## config.mk

```make
export PLATFORM = sky130hd
export DESIGN_NAME = mem_arbiter
export DESIGN_NICKNAME = d
export VERILOG_FILES = /design/src/rtl/mem_arb_pkg.sv /design/src/rtl/mem_arbiter_rr_arb2.sv /design/src/rtl/mem_arbiter.sv
export SDC_FILE = /design/constraint.sdc
export NUM_CORES = 1
export LEC_CHECK = 0
export CAP_MARGIN = 20
export CELL_PAD_IN_SITES_DETAIL_PLACEMENT = 0
export CELL_PAD_IN_SITES_GLOBAL_PLACEMENT = 1
export CORE_AREA = 2 2 546 548
export CTS_CLUSTER_SIZE = 8
export DETAILED_ROUTE_END_ITERATION = 6
export DIE_AREA = 0 0 548 550
export PLACE_DENSITY = 0.38
export REMOVE_ABC_BUFFERS = 1
export SLEW_MARGIN = 25
export SYNTH_ARGS = -nofsm -noshare
export SYNTH_HDL_FRONTEND = slang
export SYNTH_HIERARCHICAL = 1
export SYNTH_SLANG_ARGS = --single-unit
```

## constraint.sdc

```tcl
create_clock -name clk -period 10 [get_ports clk]
set_clock_uncertainty 0.15 [all_clocks]
set_input_delay 2 -clock clk [delete_from_list [all_inputs] [get_ports clk]]
set_output_delay 2 -clock clk [all_outputs]
set_load 0.05 [all_outputs]
```

## src/rtl/mem_arb_pkg.sv

```systemverilog
// Shared types and client indices for the two-client main-memory arbiter.
package mem_arb_pkg;

  typedef enum logic [1:0] {
    ARB_IDLE,
    ARB_BUSY,
    ARB_RELEASE
  } arb_state_t;

  localparam int unsigned CLIENT_I = 0;
  localparam int unsigned CLIENT_D = 1;

endpackage

```

## src/rtl/mem_arbiter_rr_arb2.sv

```systemverilog
// Two-input round-robin pick: a lone requester wins outright, a tie goes to ptr.
module rr_arb2 (
  input  logic [1:0] req,
  input  logic       ptr,
  output logic       win,
  output logic       valid
);

  // Winner selection.
  always_comb begin
    valid = |req;
    win   = 1'b0;
    unique case (req)
      2'b01:   win = 1'b0;
      2'b10:   win = 1'b1;
      2'b11:   win = ptr;
      default: win = 1'b0;
    endcase
  end

endmodule

```

## src/rtl/mem_arbiter.sv

```systemverilog
// Shares one line-granular main_mem between the instruction cache (client 0)
// and the data cache (client 1). One line transaction at a time, round-robin
// between clients, owner locked until main_mem grants, then one release cycle.
module mem_arbiter
  import mem_arb_pkg::*;
#(
  parameter int unsigned LINE_ADDR_LEN = 3,
  parameter int unsigned ADDR_LEN      = 13,
  parameter int unsigned CNT_W         = 32
) (
  input  logic                                          clk,
  input  logic                                          rst,
  input  logic [1:0]                                    c_rd_req,
  input  logic [1:0]                                    c_wr_req,
  input  logic [1:0][ADDR_LEN-1:0]                      c_addr,
  input  logic [1:0][(1<<LINE_ADDR_LEN)-1:0][31:0]      c_wr_line,
  output logic [1:0]                                    c_gnt,
  output logic [(1<<LINE_ADDR_LEN)-1:0][31:0]           c_rd_line,
  output logic                                          m_rd_req,
  output logic                                          m_wr_req,
  output logic [ADDR_LEN-1:0]                           m_addr,
  output logic [(1<<LINE_ADDR_LEN)-1:0][31:0]           m_wr_line,
  input  logic                                          m_gnt,
  input  logic [(1<<LINE_ADDR_LEN)-1:0][31:0]           m_rd_line,
  output logic [1:0][CNT_W-1:0]                         grant_cnt
);

  arb_state_t             r_state;
  arb_state_t             w_state_nxt;
  logic                   r_owner;
  logic                   r_op_wr;
  logic                   r_rr_ptr;
  logic [1:0][CNT_W-1:0]  r_grant_cnt;
  logic [1:0]             w_req;
  logic                   w_win;
  logic                   w_valid;
  logic                   w_done;

  assign w_req     = c_rd_req | c_wr_req;
  assign c_rd_line = m_rd_line;
  assign grant_cnt = r_grant_cnt;

  rr_arb2 u_rr_arb2 (
    .req   (w_req),
    .ptr   (r_rr_ptr),
    .win   (w_win),
    .valid (w_valid)
  );

  // Next state, main_mem request drive and the combinational completion pulse.
  always_comb begin
    w_state_nxt = r_state;
    m_rd_req    = 1'b0;
    m_wr_req    = 1'b0;
    m_addr      = '0;
    m_wr_line   = '0;
    c_gnt       = '0;
    w_done      = 1'b0;
    unique case (r_state)
      ARB_IDLE: begin
        if (w_valid) w_state_nxt = ARB_BUSY;
      end
      ARB_BUSY: begin
        m_rd_req  = ~r_op_wr;
        m_wr_req  = r_op_wr;
        m_addr    = c_addr[r_owner];
        m_wr_line = c_wr_line[r_owner];
        // A grant in the same cycle as the owner dropping still completes:
        // main_mem saw the request and has already acted on it.
        if (m_gnt) begin
          c_gnt[r_owner] = 1'b1;
          w_done         = 1'b1;
          w_state_nxt    = ARB_RELEASE;
        end else if (!w_req[r_owner]) begin
          w_state_nxt = ARB_IDLE;
        end
      end
      ARB_RELEASE: w_state_nxt = ARB_IDLE;
      default:     w_state_nxt = ARB_IDLE;
    endcase
  end

  // State register, owner/op latch on arbitration, round-robin pointer update.
  always_ff @(posedge clk) begin
    if (rst) begin
      r_state  <= ARB_IDLE;
      r_owner  <= 1'b0;
      r_op_wr  <= 1'b0;
      r_rr_ptr <= 1'b0;
    end else begin
      r_state <= w_state_nxt;
      if (r_state == ARB_IDLE && w_valid) begin
        r_owner <= w_win;
        r_op_wr <= c_wr_req[w_win];
      end
      if (w_done) r_rr_ptr <= ~r_owner;
    end
  end

  // Per-client completed-transaction counters, wrapping.
  always_ff @(posedge clk) begin
    if (rst) begin
      r_grant_cnt <= '0;
    end else if (w_done) begin
      r_grant_cnt[r_owner] <= r_grant_cnt[r_owner] + CNT_W'(1);
    end
  end

endmodule

```

==> out/metrics.cfg, run 1 <==
[power_and_ir_drop]
pwr-share-seq_pct = 15.3
p_sw_mw = 0.959
leakagePower_nw = 5.83
switching_share_pct = 51.1
clockPowerShare_pct = 19.2
p_int_mw = 0.918
vdd_drop_max_mv = 0.0796
power.density_nw_per_um2 = 88.4
p_comb_share_pct = 65.5

[global_route]
grtUsageMet2_pct = 17.2
grt_util_met3_pct = 20.5
grt_max_degree = 101
grt_overflow = 0
grtUsageMet1_pct = 15.3
grt.total_usage_pct = 15.2
grt_pass1_wl_um = 268000
first_global_vias = 13500
antenna_found_initial = 25
busiest_layer = met3

[cts]
cts_resized = 0
cts_tree = yes
cts_hold_buf = 0
clk_latency_ns = 0.34
cts_setup_buffers = 0
clk_pin_slew_ns = 0.06
cts_max_level = 3
cts.sinks = 69
cts_buffers = 9
root_buffer = clkbuf_16
clockBufferDepth = 2

[sta]
max_freq_ghz = 0.143
fin_hold_ws_ns = 0.347
period_share_pct = 69.8
rsz0062_at_grt = no
hold_viol = 0
max-slew-margin-rel_pct = 22.2
finalMaxSlewViolations = 0
finalSetupViolCount = 0
fin_crit_ns = 6.98
tightest_slew_ns = 1.16

[yosys]
synth_area_leaders = mux2i_1, buf_4, dfxtp_1
synth_compound_area_share_pct = 5.98
netlist.area_leader.share_pct = 28.7
synth-adder-area-share_pct = 0.132
ys_ff_latch = 69
synth_area_sq_um = 9500
synth-simple-area-share_pct = 23.7
synth-main-ff-cell = dfxtp_1
syn_avg_cell_area_sq_um = 7.32
yosysTopAreaCell = mux2i_1
ys_types = 48
async_reset_ff_share_pct = 0
synth_top_family_by_area = multiplexers
synth_xor_area_share_pct = 2.40
syn_inst = 1298
synth-edff-count = 0
yosysWarnings = 6
yosysSeqAreaShare_pct = 14.5
synthMuxAreaShare_pct = 29.3

[outcome]
status = finished clean

[min_path]
whs_endpoint = grant_cnt[31]
whs_path_depth = 2
hold_path_class = reg -> reg
hp-start = grant_cnt[31]

[final_layout]
post-route-util_pct = 7.19
layout-drive-gt1-share_pct = 5.18
fill_cells = 34700
nNetsFinal = 2668
area_growth_pct = 124

[die]
die-area_sq_um = 301000
io_pins = 1394
fp.dieW_um = 548
start_util_pct = 3.21
die_h_um = 550
core_sq_um = 296000
rows = 200

[routing]
via_count = 14100
first_pass_iters = 5
drt-wirelength-per-cell_um = 41.0
route.detailed.drc = 0
drt-total-wl_um = 239000
ant_nets = 0
drtIter0Drc = 1609
viasPerCell = 2.43

[placed_design]
io_buffer_count = 881
routabilityCongestion = 0.880
hpwl_um = 210000

[setup_path]
end_kind = primary output
worst-setup-path-type = in -> out
startpoint_type = input pin
arrival_ns = 4.83
rrSetupSlack_ns = 6.39
critPathRequiredTime_ns = 7.85
rr_startpoint = r_owner
worstReg2RegEnd = grant_cnt[27]
crit_fanout = 16
r2r_cells = 5

[flow_run]
drv_cap = 0

-- cell usage in the layout (no fill, tap or decap), types with 8 or more instances in the layout --
cell type | Yosys | layout
nand2_1 | 28 | 28
clkdlybuf4s50_1 | 0 | 822
nand4_1 | 26 | 26
xnor2_1 | 8 | 8
buf_2 | 7 | 39
nand3_1 | 32 | 32
o31ai_1 | 8 | 8
or4_1 | 10 | 10
dfxtp_1 | 69 | 68
xor2_1 | 18 | 18
or3_1 | 20 | 20
nor2_1 | 315 | 315
a21oi_1 | 31 | 31
buf_4 | 256 | 26
o21ai_0 | 22 | 22
inv_1 | 12 | 12
mux2i_1 | 272 | 272
a22oi_1 | 13 | 13
nand3b_1 | 18 | 18
clkbuf_16 | 0 | 9
-- registers in the layout, indices dropped and copies added, names as in the netlist --
signal     cells
r_op_wr        1
grant_cnt     64
r_rr_ptr       1
r_state        2
r_owner        1
-- power by group through the flow --
stage               Clock, mW  Combinational (mW)  Sequential [mW]
global placement            0                1.29            0.294
CTS                     0.373                1.28            0.287
floorplan                   0               0.577            0.318
global route            0.384                1.31            0.289
detailed placement          0                1.27            0.294
finish                  0.360                1.23            0.287
-- worst max-delay path by stage --
stage                  from  endpoint  slack, ns  cells past startpoint
CTS                   m_gnt  c_gnt[0]       3.01                      4
floorplan           r_owner  c_gnt[1]      -4.23                      2
global placement      m_gnt  c_gnt[1]       3.08                      4
detailed placement    m_gnt  c_gnt[1]       3.02                      4
global route          m_gnt  c_gnt[0]       2.91                      4
finish                m_gnt  c_gnt[1]       3.02                      4
-- area by class of cell --
type | instances | area, sq um | share of cell area (%)
diodes | 7 | 17.5 | 0.0825
clock buffers | 13 | 260 | 1.23
clock inverters | 3 | 67.6 | 0.318
inverters | 12 | 45.0 | 0.212
multi-input cells | 883 | 5850 | 27.5
flip-flops and latches | 69 | 1390 | 6.52
well taps | 3939 | 4930 | 23.2
repair buffers | 891 | 8680 | 40.9
-- synth_stat cells, types with 2 or more instances --
cell	number
or4_1	10
a21oi_1	31
or2_2	2
buf_4	256
inv_1	12
nor4_1	6
nand3b_1	18
mux2_2	5
and4b_1	2
buf_1	25
a222oi_1	4
xor2_1	18
a22oi_1	13
or3_1	20
nor3_1	5
and2_1	2
mux2i_1	272
buf_2	7
nand2_1	28
nor2b_1	3
o21ai_0	22
xnor2_1	8
and3_1	2
nand4_1	26
clkbuf_1	45
o31ai_1	8
nand4b_1	6
nand3_1	32
nor2_1	315
dfxtp_1	69
nand3_2	2
nor3b_1	3
a211oi_1	5
a22o_1	2
-- worst max-delay path: stages --
cell and delay, ns:
clkdlybuf4s50_1 0.57, nand4b_1 0.32, inv_1 0.66, clkdlybuf4s50_1 1.24
-- layer usage --
metal / wire (um) / part of all wire, % / up-vias
li1: - / - / 5330
met1: 84900 / 36 / 6676
met2: 77800 / 33 / 1903
met3: 66600 / 28 / 157
met4: 3900 / 1.6 / 50
met5: 5260 / 2.2 / -
-- metrics by stage --
step / instance area, sq um / cells / TNS (ns) / worst slack, ns / total power [mW]
6_report: 21200 / 5817 / 0 / 3.02 / 1.88
5_1_grt: 21200 / 5814 / 0 / 2.91 / 1.99
4_1_cts: 21300 / 5810 / 0 / 3.01 / 1.94
3_5_place_dp: 20900 / 5794 / 0 / 3.02 / 1.57
3_3_place_gp: 21100 / 5794 / 0 / 3.08 / 1.58
2_1_floorplan: 7270 / 964 / -1074.73 / -4.23 / 0.895
-- kinds of logic after synthesis --
kind of cell	count (synthesis)
buf+inv	346
mux	277
fa+ha+maj	1
xor+xnor	26
simple gates	488
compound gates	91
flops	69
No activity file was read; power rests on OpenSTA's default activity.
==> run 2, diff against run 1 <==
--- a/config.mk
+++ b/config.mk
@@ -8,10 +8,10 @@
 export CAP_MARGIN = 20
 export CELL_PAD_IN_SITES_DETAIL_PLACEMENT = 0
 export CELL_PAD_IN_SITES_GLOBAL_PLACEMENT = 1
-export CORE_AREA = 2 2 546 548
+export CORE_AREA = 2 2 549 551
 export CTS_CLUSTER_SIZE = 8
 export DETAILED_ROUTE_END_ITERATION = 6
-export DIE_AREA = 0 0 548 550
+export DIE_AREA = 0 0 551 553
 export PLACE_DENSITY = 0.38
 export REMOVE_ABC_BUFFERS = 1
 export SLEW_MARGIN = 25
==> constraint.sdc (replaced) <==
create_clock -name clk -period 7.2 [get_ports clk]
set_clock_uncertainty 0.15 [all_clocks]
set_input_delay 1.44 -clock clk [delete_from_list [all_inputs] [get_ports clk]]
set_output_delay 1.44 -clock clk [all_outputs]
set_load 0.05 [all_outputs]
==> run 2 against run 1 <==
  * Core utilization down 0.075 points
  * Total power grew 38%
  * Routed wire length up 1.8%
  * Sequential cell count did not move
  * Combinational power increased by 40%
  * Critical path type unchanged
  * Largest cell class unchanged
  * Largest power group unchanged
  * Highest routed layer unchanged
==> out/metrics.cfg, run 2 (synthesized netlist as in run 1, its figures left out) <==
[outcome]
status = finished clean

[final_layout]
layout-drive-gt1-share_pct = 6.30  ; +1.1 points
nNetsFinal = 2671  ; +0.11%
largest_reg_flops = 64  ; unchanged
instances_no_fill = 5839  ; +0.38%
area_growth_pct = 124  ; about the same
final_cell_mix = clkdlybuf4s50_1, nor2_1, mux2i_1
layout.cells.most_common = clkdlybuf4s50_1

[die]
die_h_um = 553  ; +0.55%
die-area_sq_um = 305000  ; +1.1%
fp.dieW_um = 551  ; +0.55%
rows = 201  ; +0.50%
core_sq_um = 299000  ; +1.1%
io_pins = 1394  ; unchanged
start_util_pct = 3.18  ; -0.035 points

[placed_design]
dp.cells = 5816  ; +0.38%
routabilityCongestion = 0.845  ; -4.1%
hpwl_um = 214000  ; +1.9%
dp_slack_ns = 1.49  ; -1.53 ns
io_buffer_count = 881  ; unchanged

[sta]
fin_ws_ns = 1.59  ; -1.43 ns
max-slew-margin-rel_pct = 26.4  ; +4.2 points
period_share_pct = 77.9
max_freq_ghz = 0.178
hold_viol = 0  ; unchanged
rsz0062_at_grt = no
finalMaxSlewViolations = 0  ; unchanged
fin_crit_ns = 5.61
tightest_slew_ns = 1.10  ; -0.0628 ns
fin_setup_tns_ns = 0  ; unchanged
finalSetupViolCount = 0  ; unchanged

[cts]
clockBufferDepth = 2  ; unchanged
cts_buffers = 9  ; unchanged
cts_tree = yes
cts_hold_buf = 0  ; unchanged
cts_max_level = 3  ; unchanged
cts_resized = 0  ; unchanged
cts_setup_buffers = 0  ; unchanged
clk_pin_slew_ns = 0.07  ; about the same
clk_latency_ns = 0.35  ; about the same
root_buffer = clkbuf_16
cts.sinks = 69  ; unchanged

[routing]
viasPerCell = 2.43  ; about the same
first_pass_iters = 5  ; unchanged
drt-total-wl_um = 243000  ; +1.8%
drtIter0Drc = 1601  ; -0.50%
via_count = 14200  ; +0.38%
route.detailed.drc = 0  ; unchanged
ant_nets = 0  ; unchanged
drt-wirelength-per-cell_um = 41.6  ; +1.4%

[global_route]
grt_max_degree = 98  ; -3.0%
grt.total_usage_pct = 15.3  ; +0.12 points
grt_overflow = 0  ; unchanged
grt_pass1_wl_um = 272000  ; +1.5%
first_global_vias = 13400  ; -1.2%
antenna_found_initial = 50  ; +100%

[setup_path]
arrival_ns = 4.02  ; -0.81 ns
end_kind = primary output
worst-setup-path-type = in -> out
r2r_cells = 6  ; +1
startpoint_type = input pin
critPathRequiredTime_ns = 5.61  ; -2.24 ns
crit_fanout = 1  ; -15

[power_and_ir_drop]
vdd_drop_max_mv = 0.0797  ; about the same
leakagePower_nw = 5.87  ; +0.67%
power.density_nw_per_um2 = 122  ; +38%

[min_path]
hold_path_class = reg -> reg
whs_path_depth = 2  ; unchanged

[flow_run]
drv_cap = 0  ; unchanged

[run 2: worst max-delay path, stage by stage]
cell             delay (ns)
clkdlybuf4s50_1        0.51
mux2i_1                0.23
nor2_1                 0.82
clkdlybuf4s50_1        0.99
[run 2: final timing paths]
kind,start,to,slack (ns)
min,r_rr_ptr,r_rr_ptr,0.35
max reg2reg,r_owner,grant_cnt[30],3.20
min reg2reg,r_rr_ptr,r_rr_ptr,0.35
max,c_wr_line[19],m_wr_line[19],1.59
[run 2: power by group]
| group | internal, mW | leakage [nW] | switching (mW) |
|---|---|---|---|
| Clock | 0.270 | 0.142 | 0.197 |
| Combinational | 0.568 | 5.17 | 1.15 |
| Sequential | 0.385 | 0.557 | 0.0144 |
| Total | 1.22 | 5.87 | 1.37 |
[run 2: stage by stage]
step / total power, mW / instance area (sq um) / utilization [%] / hold slack (ns)
floorplan: 1.24 / 7270 / - / 0.318
global placement: 2.21 / 21100 / 7.07 / 0.328
detailed placement: 2.20 / 21000 / 7.03 / 0.334
CTS: 2.68 / 21300 / 7.13 / 0.346
global route: 2.74 / 21200 / 7.11 / 0.361
finish: 2.59 / 21200 / 7.11 / 0.346
[run 2: final cells by class]
type | instances | area (sq um)
antenna | 7 | 17.5
clock buffer | 9 | 225
clock inverter | 7 | 73.8
fill | 35300 | 278000
inverter | 12 | 45.0
multi-input combinational | 883 | 5870
sequential | 69 | 1390
tap | 3958 | 4950
timing repair buffer | 894 | 8680
[run 2: per-layer routing]
layer  wire [um]  track usage [%]  vias to the layer above
met4        5220             2.63                       62
met1       83100             14.7                     6618
met5        4970             11.6                        -
met2       80800             17.9                     1908
li1            -                -                     5355
met3       68800             21.0                      227
==> run 3, diff against run 2 <==
==> constraint.sdc (replaced) <==
create_clock -name clk -period 5.6 [get_ports clk]
set_clock_uncertainty 0.15 [all_clocks]
set_input_delay 1.12 -clock clk [delete_from_list [all_inputs] [get_ports clk]]
set_output_delay 1.12 -clock clk [all_outputs]
set_load 0.05 [all_outputs]
==> run 3 against run 2 <==
  * Combinational power grew 30%
  * Clock power grew 17%
  * First-iteration DRC count shrank 4.4%
  * Highest routed layer unchanged
  * Sequential share of layout area is essentially flat
  * Core utilization is essentially flat
  * Die area is the same
==> out/metrics.cfg, run 3 (synthesized netlist as in run 1, its figures left out) <==
[placed_design]
hpwl_um = 215000  ; +0.58%
placed_cell_area_sq_um = 21000  ; +0.27%
io_buffer_count = 881  ; unchanged
routabilityCongestion = 0.856  ; +1.3%

[sta]
rsz0062_at_grt = no
hold_viol = 0  ; unchanged
fin_crit_ns = 4.57
finalMaxSlewViolations = 0  ; unchanged
tightest_slew_ns = 1.07  ; -0.0271 ns
finalSetupViolCount = 0  ; unchanged
max_freq_ghz = 0.219
period_share_pct = 81.5
max-slew-margin-rel_pct = 28.2  ; +1.8 points

[setup_path]
startpoint_type = flip-flop
worst-setup-path-type = reg -> out
slowest_stage = clkdlybuf4s50_1
crit_fanout = 28  ; +27
path_cells = buf_12, mux2i_2, nor2_1, clkdlybuf4s50_1
cp_slowest_stage_delay_ns = 0.83  ; -0.16 ns
end_kind = primary output
arrival_ns = 3.30  ; -0.72 ns
critPathRequiredTime_ns = 4.33  ; -1.28 ns

[routing]
via_count = 14200  ; +0.53%
first_pass_iters = 5  ; unchanged
drt-total-wl_um = 244000  ; +0.55%
ant_nets = 0  ; unchanged
route.detailed.drc = 0  ; unchanged
drt-wirelength-per-cell_um = 41.7  ; +0.23%
viasPerCell = 2.43  ; +0.20%
drtIter0Drc = 1531  ; -4.4%

[cts]
cts_max_level = 3  ; unchanged
cts_hold_buf = 0  ; unchanged
cts.sinks = 69  ; unchanged
clk_pin_slew_ns = 0.06  ; about the same
root_buffer = clkbuf_16
cts_buffers = 9  ; unchanged
clockBufferDepth = 2  ; unchanged
cts_resized = 0  ; unchanged
cts_tree = yes
clk_latency_ns = 0.35  ; about the same
cts_setup_buffers = 0  ; unchanged

[power_and_ir_drop]
total_power_mw = 3.30  ; +27%
leakagePower_nw = 6.10  ; +4.0%
vdd_drop_max_mv = 0.106  ; +33%
power.density_nw_per_um2 = 155  ; +27%

[die]
start_util_pct = 3.18  ; unchanged
fp.dieW_um = 551  ; unchanged
io_pins = 1394  ; unchanged
rows = 201  ; unchanged
die_h_um = 553  ; unchanged
die-area_sq_um = 305000  ; unchanged
core_sq_um = 299000  ; unchanged

[global_route]
grt.total_usage_pct = 15.4  ; +0.070 points
first_global_vias = 13600  ; +1.4%
grt_overflow = 0  ; unchanged
grt_max_degree = 77  ; -21%
grt_pass1_wl_um = 274000  ; +0.60%
antenna_found_initial = 48  ; -4.0%

[final_layout]
nNetsFinal = 2692  ; +0.79%
largest_reg_flops = 64  ; unchanged
layout-drive-gt1-share_pct = 10.8  ; +4.5 points
final_cell_area_sq_um = 21300  ; +0.35%
post-route-util_pct = 7.14  ; +0.025 points
layout.cells.most_common = clkdlybuf4s50_1
area_growth_pct = 124
final_cell_mix = clkdlybuf4s50_1, nor2_1, mux2i_1
fill_cells = 35200  ; -0.096%

[outcome]
status = finished clean

[flow_run]
drv_cap = 0  ; unchanged

[min_path]
hold_path_class = reg -> reg

-- run 3: metrics by stage --
stage	TNS [ns]	std cells	hold WS (ns)	worst slack [ns]
2_1_floorplan	-2328.20	964	0.318	-7.88
6_report	0	5858	0.346	1.03
3_3_place_gp	0	5837	0.323	1.04
4_1_cts	0	5852	0.343	0.888
5_1_grt	0	5855	0.353	0.862
3_5_place_dp	0	5837	0.335	1.06
-- run 3: layer usage --
metal / GRT usage, % / share of wire (%) / vias up
met5: 12.1 / 2.2 / -
met4: 2.68 / 2.1 / 60
met3: 21.3 / 28 / 214
met2: 17.9 / 33 / 1870
met1: 14.6 / 34 / 6726
li1: - / - / 5375
-- run 3: cell type report --
cell class / instances / area [sq um] / area share, %
well taps: 3958 / 4950 / 23.2
multi-input cells: 883 / 5860 / 27.5
repair buffers: 915 / 8790 / 41.2
inverters: 12 / 45.0 / 0.211
diodes: 6 / 15.0 / 0.0704
flip-flops and latches: 69 / 1390 / 6.50
clock buffers: 13 / 260 / 1.22
clock inverters: 2 / 10.0 / 0.0469
-- run 3: where the power goes --
part	switching [mW]	internal [mW]
Clock	0.228	0.321
Sequential	0.0147	0.495
Combinational	1.50	0.744
-- run 3: final timing paths --
kind | start | depth (start not counted) | endpoint | slack, ns
setup / recovery | r_owner | 4 | m_wr_line[137] | 1.03
hold / removal | grant_cnt[63] | 2 | grant_cnt[63] | 0.35
setup reg to reg | r_owner | 6 | grant_cnt[59] | 1.59
hold reg to reg | grant_cnt[63] | 2 | grant_cnt[63] | 0.35
-- run 3: worst max-delay path: cells and delay by family, from the launching register on --
kind | cells | cell delay (ns)
mux | 1 | 0.68
simple gates | 1 | 0.22
flops | 1 | 0.76
buf+inv | 2 | 1.14
